`config.mk`:
```
export PLATFORM = sky130hd
export DESIGN_NAME = chip_7458_bist_flat
export DESIGN_NICKNAME = d
export VERILOG_FILES = /design/src/rtl/chip_7458_bist_pkg.sv /design/src/rtl/chip_7458_bist_if.sv /design/src/rtl/chip_7458_ref.sv /design/src/rtl/chip_7458_bist.sv /design/src/flat_wrapper.sv
export SDC_FILE = /design/constraint.sdc
export NUM_CORES = 1
export LEC_CHECK = 0
export BUFFER_PORTS_ARGS = -buffer_cell sky130_fd_sc_hd__clkbuf_2
export CAP_MARGIN = 0
export CORE_ASPECT_RATIO = 0.75
export CORE_MARGIN = 10
export CORE_UTILIZATION = 55
export DETAILED_ROUTE_END_ITERATION = 8
export PLACE_DENSITY = 0.78
export SETUP_SLACK_MARGIN = 0.02
export SLEW_MARGIN = 0
export SYNTH_ARGS = -nofsm -noshare
export SYNTH_HDL_FRONTEND = slang
export SYNTH_SLANG_ARGS = --single-unit
```
`constraint.sdc`:
```
create_clock -name clk -period 3.5 [get_ports clk]
set_input_delay 0.35 -clock clk [delete_from_list [all_inputs] [get_ports clk]]
set_output_delay 0.35 -clock clk [all_outputs]
set_load 0.02 [all_outputs]
```
`src/rtl/chip_7458_bist_pkg.sv`:
```
// Shared definitions for the chip_7458 self-test stage: widths, vector bit
// positions, FSM state encodings and the AND-OR reference equations.
package chip_7458_bist_pkg;

    localparam int VEC_W = 10;
    localparam int ERR_W = 11;

    // Position of each chip input inside the sweep vector.
    localparam int IDX_P1A = 0;
    localparam int IDX_P1B = 1;
    localparam int IDX_P1C = 2;
    localparam int IDX_P1D = 3;
    localparam int IDX_P1E = 4;
    localparam int IDX_P1F = 5;
    localparam int IDX_P2A = 6;
    localparam int IDX_P2B = 7;
    localparam int IDX_P2C = 8;
    localparam int IDX_P2D = 9;

    typedef enum logic [1:0] {
        ST_IDLE  = 2'd0,
        ST_APPLY = 2'd1,
        ST_CHECK = 2'd2,
        ST_DONE  = 2'd3
    } state_t;

    // Section 1: two 3-input ANDs feeding an OR.
    function automatic logic golden_p1y(input logic [VEC_W-1:0] v);
        return (v[IDX_P1A] & v[IDX_P1B] & v[IDX_P1C]) |
               (v[IDX_P1D] & v[IDX_P1E] & v[IDX_P1F]);
    endfunction

    // Section 2: two 2-input ANDs feeding an OR.
    function automatic logic golden_p2y(input logic [VEC_W-1:0] v);
        return (v[IDX_P2A] & v[IDX_P2B]) | (v[IDX_P2C] & v[IDX_P2D]);
    endfunction

endpackage

```
`src/rtl/chip_7458_bist_if.sv`:
```
// Bundle of the self-test stage's run control, chip pins and result status.
// master = the BIST engine, slave = the board / bench side.
interface chip_7458_bist_if;
    import chip_7458_bist_pkg::*;

    logic             start;
    logic             p1a, p1b, p1c, p1d, p1e, p1f;
    logic             p2a, p2b, p2c, p2d;
    logic             p1y, p2y;
    logic             busy;
    logic             done;
    logic             pass;
    logic [ERR_W-1:0] err_count;
    logic [VEC_W-1:0] first_err_vec;
    logic             first_err_valid;

    modport master (
        input  start, p1y, p2y,
        output p1a, p1b, p1c, p1d, p1e, p1f, p2a, p2b, p2c, p2d,
        output busy, done, pass, err_count, first_err_vec, first_err_valid
    );

    modport slave (
        output start, p1y, p2y,
        input  p1a, p1b, p1c, p1d, p1e, p1f, p2a, p2b, p2c, p2d,
        input  busy, done, pass, err_count, first_err_vec, first_err_valid
    );

endinterface

```
`src/rtl/chip_7458_ref.sv`:
```
// Combinational golden model of the chip_7458 AND-OR block, indexed by the
// sweep vector so any bench or checker can reuse it.
module chip_7458_ref
    import chip_7458_bist_pkg::*;
(
    input  logic [VEC_W-1:0] vec,
    output logic             exp_p1y,
    output logic             exp_p2y
);

    assign exp_p1y = golden_p1y(vec);
    assign exp_p2y = golden_p2y(vec);

endmodule

```
`src/rtl/chip_7458_bist.sv`:
```
// Exhaustive self-test of a chip_7458: sweeps vectors 0..LAST_VEC onto the
// chip inputs, holds each for SETTLE_CYCLES, then compares p1y/p2y with the
// reference model for one cycle. Reports error count and first failing vector.
module chip_7458_bist
    import chip_7458_bist_pkg::*;
#(
    parameter int SETTLE_CYCLES = 2,
    parameter int LAST_VEC      = 1023
) (
    input  logic              clk,
    input  logic              rst,
    chip_7458_bist_if.master  bus
);

    localparam int SW = (SETTLE_CYCLES > 1) ? $clog2(SETTLE_CYCLES) : 1;
    localparam logic [SW-1:0]    SETTLE_LAST = SW'(SETTLE_CYCLES - 1);
    localparam logic [VEC_W-1:0] LAST_V      = VEC_W'(LAST_VEC);

    state_t           state_r, state_n;
    logic [VEC_W-1:0] vec_r, vec_n;
    logic [SW-1:0]    settle_r, settle_n;
    logic [ERR_W-1:0] err_r, err_n;
    logic [VEC_W-1:0] fev_r, fev_n;
    logic             fevalid_r, fevalid_n;
    logic             busy_r, busy_n;
    logic             done_r, done_n;
    logic             pass_r, pass_n;
    logic [VEC_W-1:0] drive_r, drive_n;

    logic             exp_p1y_s;
    logic             exp_p2y_s;
    logic             mismatch_s;

    chip_7458_ref u_ref (
        .vec     (vec_r),
        .exp_p1y (exp_p1y_s),
        .exp_p2y (exp_p2y_s)
    );

    // Case-inequality so an X/Z chip output is treated as a failure in simulation.
    assign mismatch_s = (bus.p1y !== exp_p1y_s) || (bus.p2y !== exp_p2y_s);

    // Next-state and next-output computation for the sweep FSM.
    always_comb begin
        state_n   = state_r;
        vec_n     = vec_r;
        settle_n  = settle_r;
        err_n     = err_r;
        fev_n     = fev_r;
        fevalid_n = fevalid_r;
        busy_n    = busy_r;
        done_n    = done_r;
        drive_n   = drive_r;
        case (state_r)
            ST_IDLE, ST_DONE: begin
                if (bus.start) begin
                    state_n   = ST_APPLY;
                    vec_n     = {VEC_W{1'b0}};
                    settle_n  = {SW{1'b0}};
                    err_n     = {ERR_W{1'b0}};
                    fev_n     = {VEC_W{1'b0}};
                    fevalid_n = 1'b0;
                    busy_n    = 1'b1;
                    done_n    = 1'b0;
                    drive_n   = {VEC_W{1'b0}};
                end else begin
                    state_n = state_r;
                end
            end
            ST_APPLY: begin
                if (settle_r == SETTLE_LAST) begin
                    state_n  = ST_CHECK;
                    settle_n = {SW{1'b0}};
                end else begin
                    settle_n = settle_r + SW'(1);
                end
            end
            ST_CHECK: begin
                if (mismatch_s) begin
                    err_n = err_r + ERR_W'(1);
                    if (!fevalid_r) begin
                        fev_n     = vec_r;
                        fevalid_n = 1'b1;
                    end else begin
                        fev_n = fev_r;
                    end
                end else begin
                    err_n = err_r;
                end
                // The sweep ends on LAST_VEC; vec is never advanced past it.
                if (vec_r == LAST_V) begin
                    state_n = ST_DONE;
                    busy_n  = 1'b0;
                    done_n  = 1'b1;
                    drive_n = {VEC_W{1'b0}};
                end else begin
                    state_n = ST_APPLY;
                    vec_n   = vec_r + VEC_W'(1);
                    drive_n = vec_r + VEC_W'(1);
                end
            end
            default: begin
                state_n = ST_IDLE;
                busy_n  = 1'b0;
                done_n  = 1'b0;
                drive_n = {VEC_W{1'b0}};
            end
        endcase
        pass_n = done_n && (err_n == {ERR_W{1'b0}});
    end

    // State and output registers with synchronous reset.
    always_ff @(posedge clk) begin
        if (rst) begin
            state_r   <= ST_IDLE;
            vec_r     <= {VEC_W{1'b0}};
            settle_r  <= {SW{1'b0}};
            err_r     <= {ERR_W{1'b0}};
            fev_r     <= {VEC_W{1'b0}};
            fevalid_r <= 1'b0;
            busy_r    <= 1'b0;
            done_r    <= 1'b0;
            pass_r    <= 1'b0;
            drive_r   <= {VEC_W{1'b0}};
        end else begin
            state_r   <= state_n;
            vec_r     <= vec_n;
            settle_r  <= settle_n;
            err_r     <= err_n;
            fev_r     <= fev_n;
            fevalid_r <= fevalid_n;
            busy_r    <= busy_n;
            done_r    <= done_n;
            pass_r    <= pass_n;
            drive_r   <= drive_n;
        end
    end

    assign bus.p1a = drive_r[IDX_P1A];
    assign bus.p1b = drive_r[IDX_P1B];
    assign bus.p1c = drive_r[IDX_P1C];
    assign bus.p1d = drive_r[IDX_P1D];
    assign bus.p1e = drive_r[IDX_P1E];
    assign bus.p1f = drive_r[IDX_P1F];
    assign bus.p2a = drive_r[IDX_P2A];
    assign bus.p2b = drive_r[IDX_P2B];
    assign bus.p2c = drive_r[IDX_P2C];
    assign bus.p2d = drive_r[IDX_P2D];

    assign bus.busy            = busy_r;
    assign bus.done            = done_r;
    assign bus.pass            = pass_r;
    assign bus.err_count       = err_r;
    assign bus.first_err_vec   = fev_r;
    assign bus.first_err_valid = fevalid_r;

endmodule

```
`src/flat_wrapper.sv`:
```
// flat-port wrapper written by rule: the top's interface ports become plain ports
module chip_7458_bist_flat import chip_7458_bist_pkg::*;
#(
    parameter int SETTLE_CYCLES = 2,
    parameter int LAST_VEC      = 1023
)
  (clk, rst, bus_start, bus_p1y, bus_p2y, bus_p1a, bus_p1b, bus_p1c, bus_p1d, bus_p1e, bus_p1f, bus_p2a, bus_p2b, bus_p2c, bus_p2d, bus_busy, bus_done, bus_pass, bus_err_count, bus_first_err_vec, bus_first_err_valid);
  chip_7458_bist_if bus_i ();
  input  logic clk;
  input  logic rst;
  input wire logic [$bits(bus_i.start)-1:0] bus_start;
  input wire logic [$bits(bus_i.p1y)-1:0] bus_p1y;
  input wire logic [$bits(bus_i.p2y)-1:0] bus_p2y;
  output wire logic [$bits(bus_i.p1a)-1:0] bus_p1a;
  output wire logic [$bits(bus_i.p1b)-1:0] bus_p1b;
  output wire logic [$bits(bus_i.p1c)-1:0] bus_p1c;
  output wire logic [$bits(bus_i.p1d)-1:0] bus_p1d;
  output wire logic [$bits(bus_i.p1e)-1:0] bus_p1e;
  output wire logic [$bits(bus_i.p1f)-1:0] bus_p1f;
  output wire logic [$bits(bus_i.p2a)-1:0] bus_p2a;
  output wire logic [$bits(bus_i.p2b)-1:0] bus_p2b;
  output wire logic [$bits(bus_i.p2c)-1:0] bus_p2c;
  output wire logic [$bits(bus_i.p2d)-1:0] bus_p2d;
  output wire logic [$bits(bus_i.busy)-1:0] bus_busy;
  output wire logic [$bits(bus_i.done)-1:0] bus_done;
  output wire logic [$bits(bus_i.pass)-1:0] bus_pass;
  output wire logic [$bits(bus_i.err_count)-1:0] bus_err_count;
  output wire logic [$bits(bus_i.first_err_vec)-1:0] bus_first_err_vec;
  output wire logic [$bits(bus_i.first_err_valid)-1:0] bus_first_err_valid;
  assign bus_i.start = bus_start;
  assign bus_i.p1y = bus_p1y;
  assign bus_i.p2y = bus_p2y;
  assign bus_p1a = bus_i.p1a;
  assign bus_p1b = bus_i.p1b;
  assign bus_p1c = bus_i.p1c;
  assign bus_p1d = bus_i.p1d;
  assign bus_p1e = bus_i.p1e;
  assign bus_p1f = bus_i.p1f;
  assign bus_p2a = bus_i.p2a;
  assign bus_p2b = bus_i.p2b;
  assign bus_p2c = bus_i.p2c;
  assign bus_p2d = bus_i.p2d;
  assign bus_busy = bus_i.busy;
  assign bus_done = bus_i.done;
  assign bus_pass = bus_i.pass;
  assign bus_err_count = bus_i.err_count;
  assign bus_first_err_vec = bus_i.first_err_vec;
  assign bus_first_err_valid = bus_i.first_err_valid;
  chip_7458_bist #(.SETTLE_CYCLES(SETTLE_CYCLES), .LAST_VEC(LAST_VEC)) u_core (.clk(clk), .rst(rst), .bus(bus_i));
endmodule
```
==> metrics.cfg <==
[cts]
cts.clk_slew.worst_paths_ns = 0.09
hold_buffers = 0
clk_path_buf_depth = 2
cts.sinks = 48
cts_tree = built
clk_latency_ns = 0.30
post-cts-setup-buffer-count = 0
cts-root-buf = clkbuf_8
htree_levels = 2
post_cts_resized = 0
cts_buffers = 5

[synth]
yosysUniqueCellTypes = 51
synth-main-ff-cell = dfxtp_1
synth_top_area_share_pct = 40.7
synth_edf_count = 0
syn_area_sq_um = 2360
synth_warnings = 0
synth_area_leader_cell = dfxtp_1
syn_area_per_cell_sq_um = 8.17
synth-seq-cells = 48
synthTopCellsByArea = dfxtp_1 41%, nand2_1 6.4%, a21oi_1 6.1%, nor2_1 5.7%, a22oi_1 3.2%
seq_area_frac_synth_pct = 40.7
synthesis.nets = 300
syn_inst = 289
synth_async_sr_flop_share_pct = 0

[hold_path]
holdPathEnd = u_core.bus.first_err_vec[3]$_SDFFE_PP0P_
whs_path_depth = 2
hold_path.class = flip-flop to flip-flop
worstHoldStart = u_core.bus.first_err_vec[3]$_SDFFE_PP0P_

[route]
drtIter0Drc = 169
dr_wl_met3_microns = 561
highest_layer = met4
via_per_inst = 5.95
drc = 0
ant_nets = 0
met1Wirelength_mm = 3.03
vias = 2244
drt_wl_total_mm = 6.20
firstDrtPassIters = 6
wl_per_cell_microns = 16.5
dr_wl_met2_mm = 2.55

[timing]
worstMarginPinSlew_ns = 0.987
relSlewSlack_pct = 32.3
finalWorstSetupSlack_ns = 0.897
final.period_utilization_pct = 74.4
max_clock_freq_mhz = 384
setup_tns_ns = 0
finalSetupViolCount = 0
hold_viol = 0
fin_crit_ns = 2.60
rsz0062_at_grt = no
fin_skew_ns = 0.00511
slew_violations = 0

[grt]
grt_max_degree = 48
track_usage_pct = 17.2
grt_pass1_vias = 2054
antenna_found_initial = 0
overflow = 0
grt_pass1_wl_mm = 10.3

[status]
status = finished clean

[floorplanning]
io_pins = 40
initial_core_util_pct = 57.5
dieArea_sq_um = 7340
num_rows = 20
coreArea_sq_um = 4100
fp.dieH_microns = 76.7
chipWidth_microns = 95.7

[pwr]
p_sw_mw = 0.277
p_per_area_nw_per_um2 = 403
switching_share_pct = 25.8
seqPwrFrac_pct = 51.9
p_int_mw = 0.798
p_clk_share_pct = 36.5
ir_drop_mv = 0.324
p_leak_nw = 1.11
p_comb_share_pct = 11.6

[critical_path]
r2r-start = u_core.state_r[0]$_SDFFE_PP0P_
crit-reg2reg-capture = u_core.vec_r[3]$_SDFFE_PP0P_
cp.arrival_ns = 2.83
crit_required_ns = 3.73
crit_type = flip-flop to flip-flop
crit_path_start_kind = flip-flop
path_max_fanout = 13
rr_worst_depth = 7
r2r_setup_slack_ns = 0.90
critPathCaptureType = flip-flop

[layout]
drive_gt1_share_pct = 18.0
finalNetCount = 332
fillers = 372
diodes = 0
synthToLayoutAreaGrowth_pct = 13.0

[job]
maxCapViolCount = 0

[placement]
port_buffers = 39
dp_hpwl_mm = 4.50
dp_slack_ns = 0.918
gp_congestion = 0.944

area by class of cell:
class	count	area [sq um]	area share, %
tap	55	68.8	2.58
clock buffer	6	72.6	2.72
timing repair buffer	40	203	7.59
inverter	5	18.8	0.703
clock inverter	2	35.0	1.31
multi-input combinational	221	1310	49.1
sequential	48	961	36.0
worst max-delay path by stage:
stage	startpoint	endpoint	slack (ns)	depth (start not counted)
after floorplan	u_core.vec_r[0]$_SDFFE_PP0P_	u_core.bus.pass$_SDFF_PP0_	1.36	9
after global placement	u_core.state_r[0]$_SDFFE_PP0P_	u_core.vec_r[6]$_SDFFE_PP0P_	1.0	7
after detailed placement	u_core.state_r[0]$_SDFFE_PP0P_	u_core.vec_r[6]$_SDFFE_PP0P_	0.92	7
after CTS	u_core.state_r[0]$_SDFFE_PP0P_	u_core.vec_r[3]$_SDFFE_PP0P_	0.89	7
after global routing	u_core.state_r[0]$_SDFFE_PP0P_	u_core.vec_r[7]$_SDFFE_PP0P_	0.56	7
final	u_core.state_r[0]$_SDFFE_PP0P_	u_core.vec_r[3]$_SDFFE_PP0P_	0.90	7
registers in the layout, summed over array words and instances (netlist names):
| signal | flops |
|---|---|
| u_core.settle_r | 1 |
| u_core.bus.pass | 1 |
| u_core.state_r | 2 |
| u_core.drive_r | 10 |
| u_core.bus.err_count | 11 |
| u_core.vec_r | 10 |
| u_core.bus.first_err_vec | 10 |
| u_core.bus.busy | 1 |
| u_core.bus.first_err_valid | 1 |
| u_core.bus.done | 1 |
power groups by stage:
stage | clock network, mW | logic (mW) | registers [mW]
finish | 0.392 | 0.125 | 0.557
global route | 0.419 | 0.139 | 0.558
CTS | 0.399 | 0.122 | 0.557
detailed placement | 0 | 0.120 | 0.570
global placement | 0 | 0.118 | 0.569
floorplan | 0 | 0.0898 | 0.570
stage by stage:
stage / utilization, % / power, mW / instances / hold WS (ns) / cell area [sq um]
global placement: 62.4 / 0.688 / 369 / 0.440 / 2560
floorplan: - / 0.660 / 289 / 0.425 / 2360
finish: 65.0 / 1.07 / 377 / 0.451 / 2670
global route: 65.0 / 1.12 / 377 / 0.486 / 2670
detailed placement: 62.4 / 0.690 / 369 / 0.444 / 2560
CTS: 65.0 / 1.08 / 377 / 0.456 / 2670
routing by layer:
| metal | GRT usage, % | up-vias |
|---|---|---|
| li1 | - | 1086 |
| met1 | 25.7 | 1045 |
| met2 | 23.4 | 106 |
| met3 | 4.77 | 7 |
| met4 | 3.97 | 0 |
| met5 | 0 | - |
cells in the final DEF, fill, tap and decap left out, drive strengths merged, types with 4 or more instances in the layout:
master   n
ha       6
nand2   40
nand2b   4
a21oi   29
nor2    37
xnor2    7
a21o     4
nand4    5
inv      5
nor3     6
dfxtp   48
a22oi   11
clkbuf  45
o21ai    9
nand3   15
nor2b    7
cell usage after synthesis (3+ instances only):
cell	instances
a21o_1	4
or3_1	3
inv_1	5
a21oi_1	29
xnor2_1	5
buf_2	3
nor3_1	5
and3_1	3
dfxtp_1	48
clkbuf_1	10
nor2_1	36
nor2b_1	7
nand2b_1	4
o21ai_0	8
nand2_1	40
nand3_1	15
ha_1	6
xor2_1	3
a22oi_1	10
o311ai_0	3
nand4_1	5
critical path: stages (launching register included):
cell,delay [ns]
dfxtp_1,0.39
inv_1,0.07
ha_1,0.40
mux2i_1,0.85
nand2b_1,0.47
a21o_1,0.14
a22oi_1,0.07
nor2_1,0.13
cell families (layout without fill, tap and decap cells):
group / after synthesis / count (layout) / share of synthesized area (%)
muxes: 2 / 2 / 0.848
adders and majority gates: 6 / 6 / 3.18
and+or+nand+nor: 131 / 131 / 26.5
buffers and inverters: 20 / 53 / 3.82
DFF: 48 / 48 / 40.7
xor gates and xnor gates: 10 / 10 / 4.35
AOI/OAI and AO/OA: 72 / 72 / 20.6
Note: power is estimated with default switching activity, not from simulation.
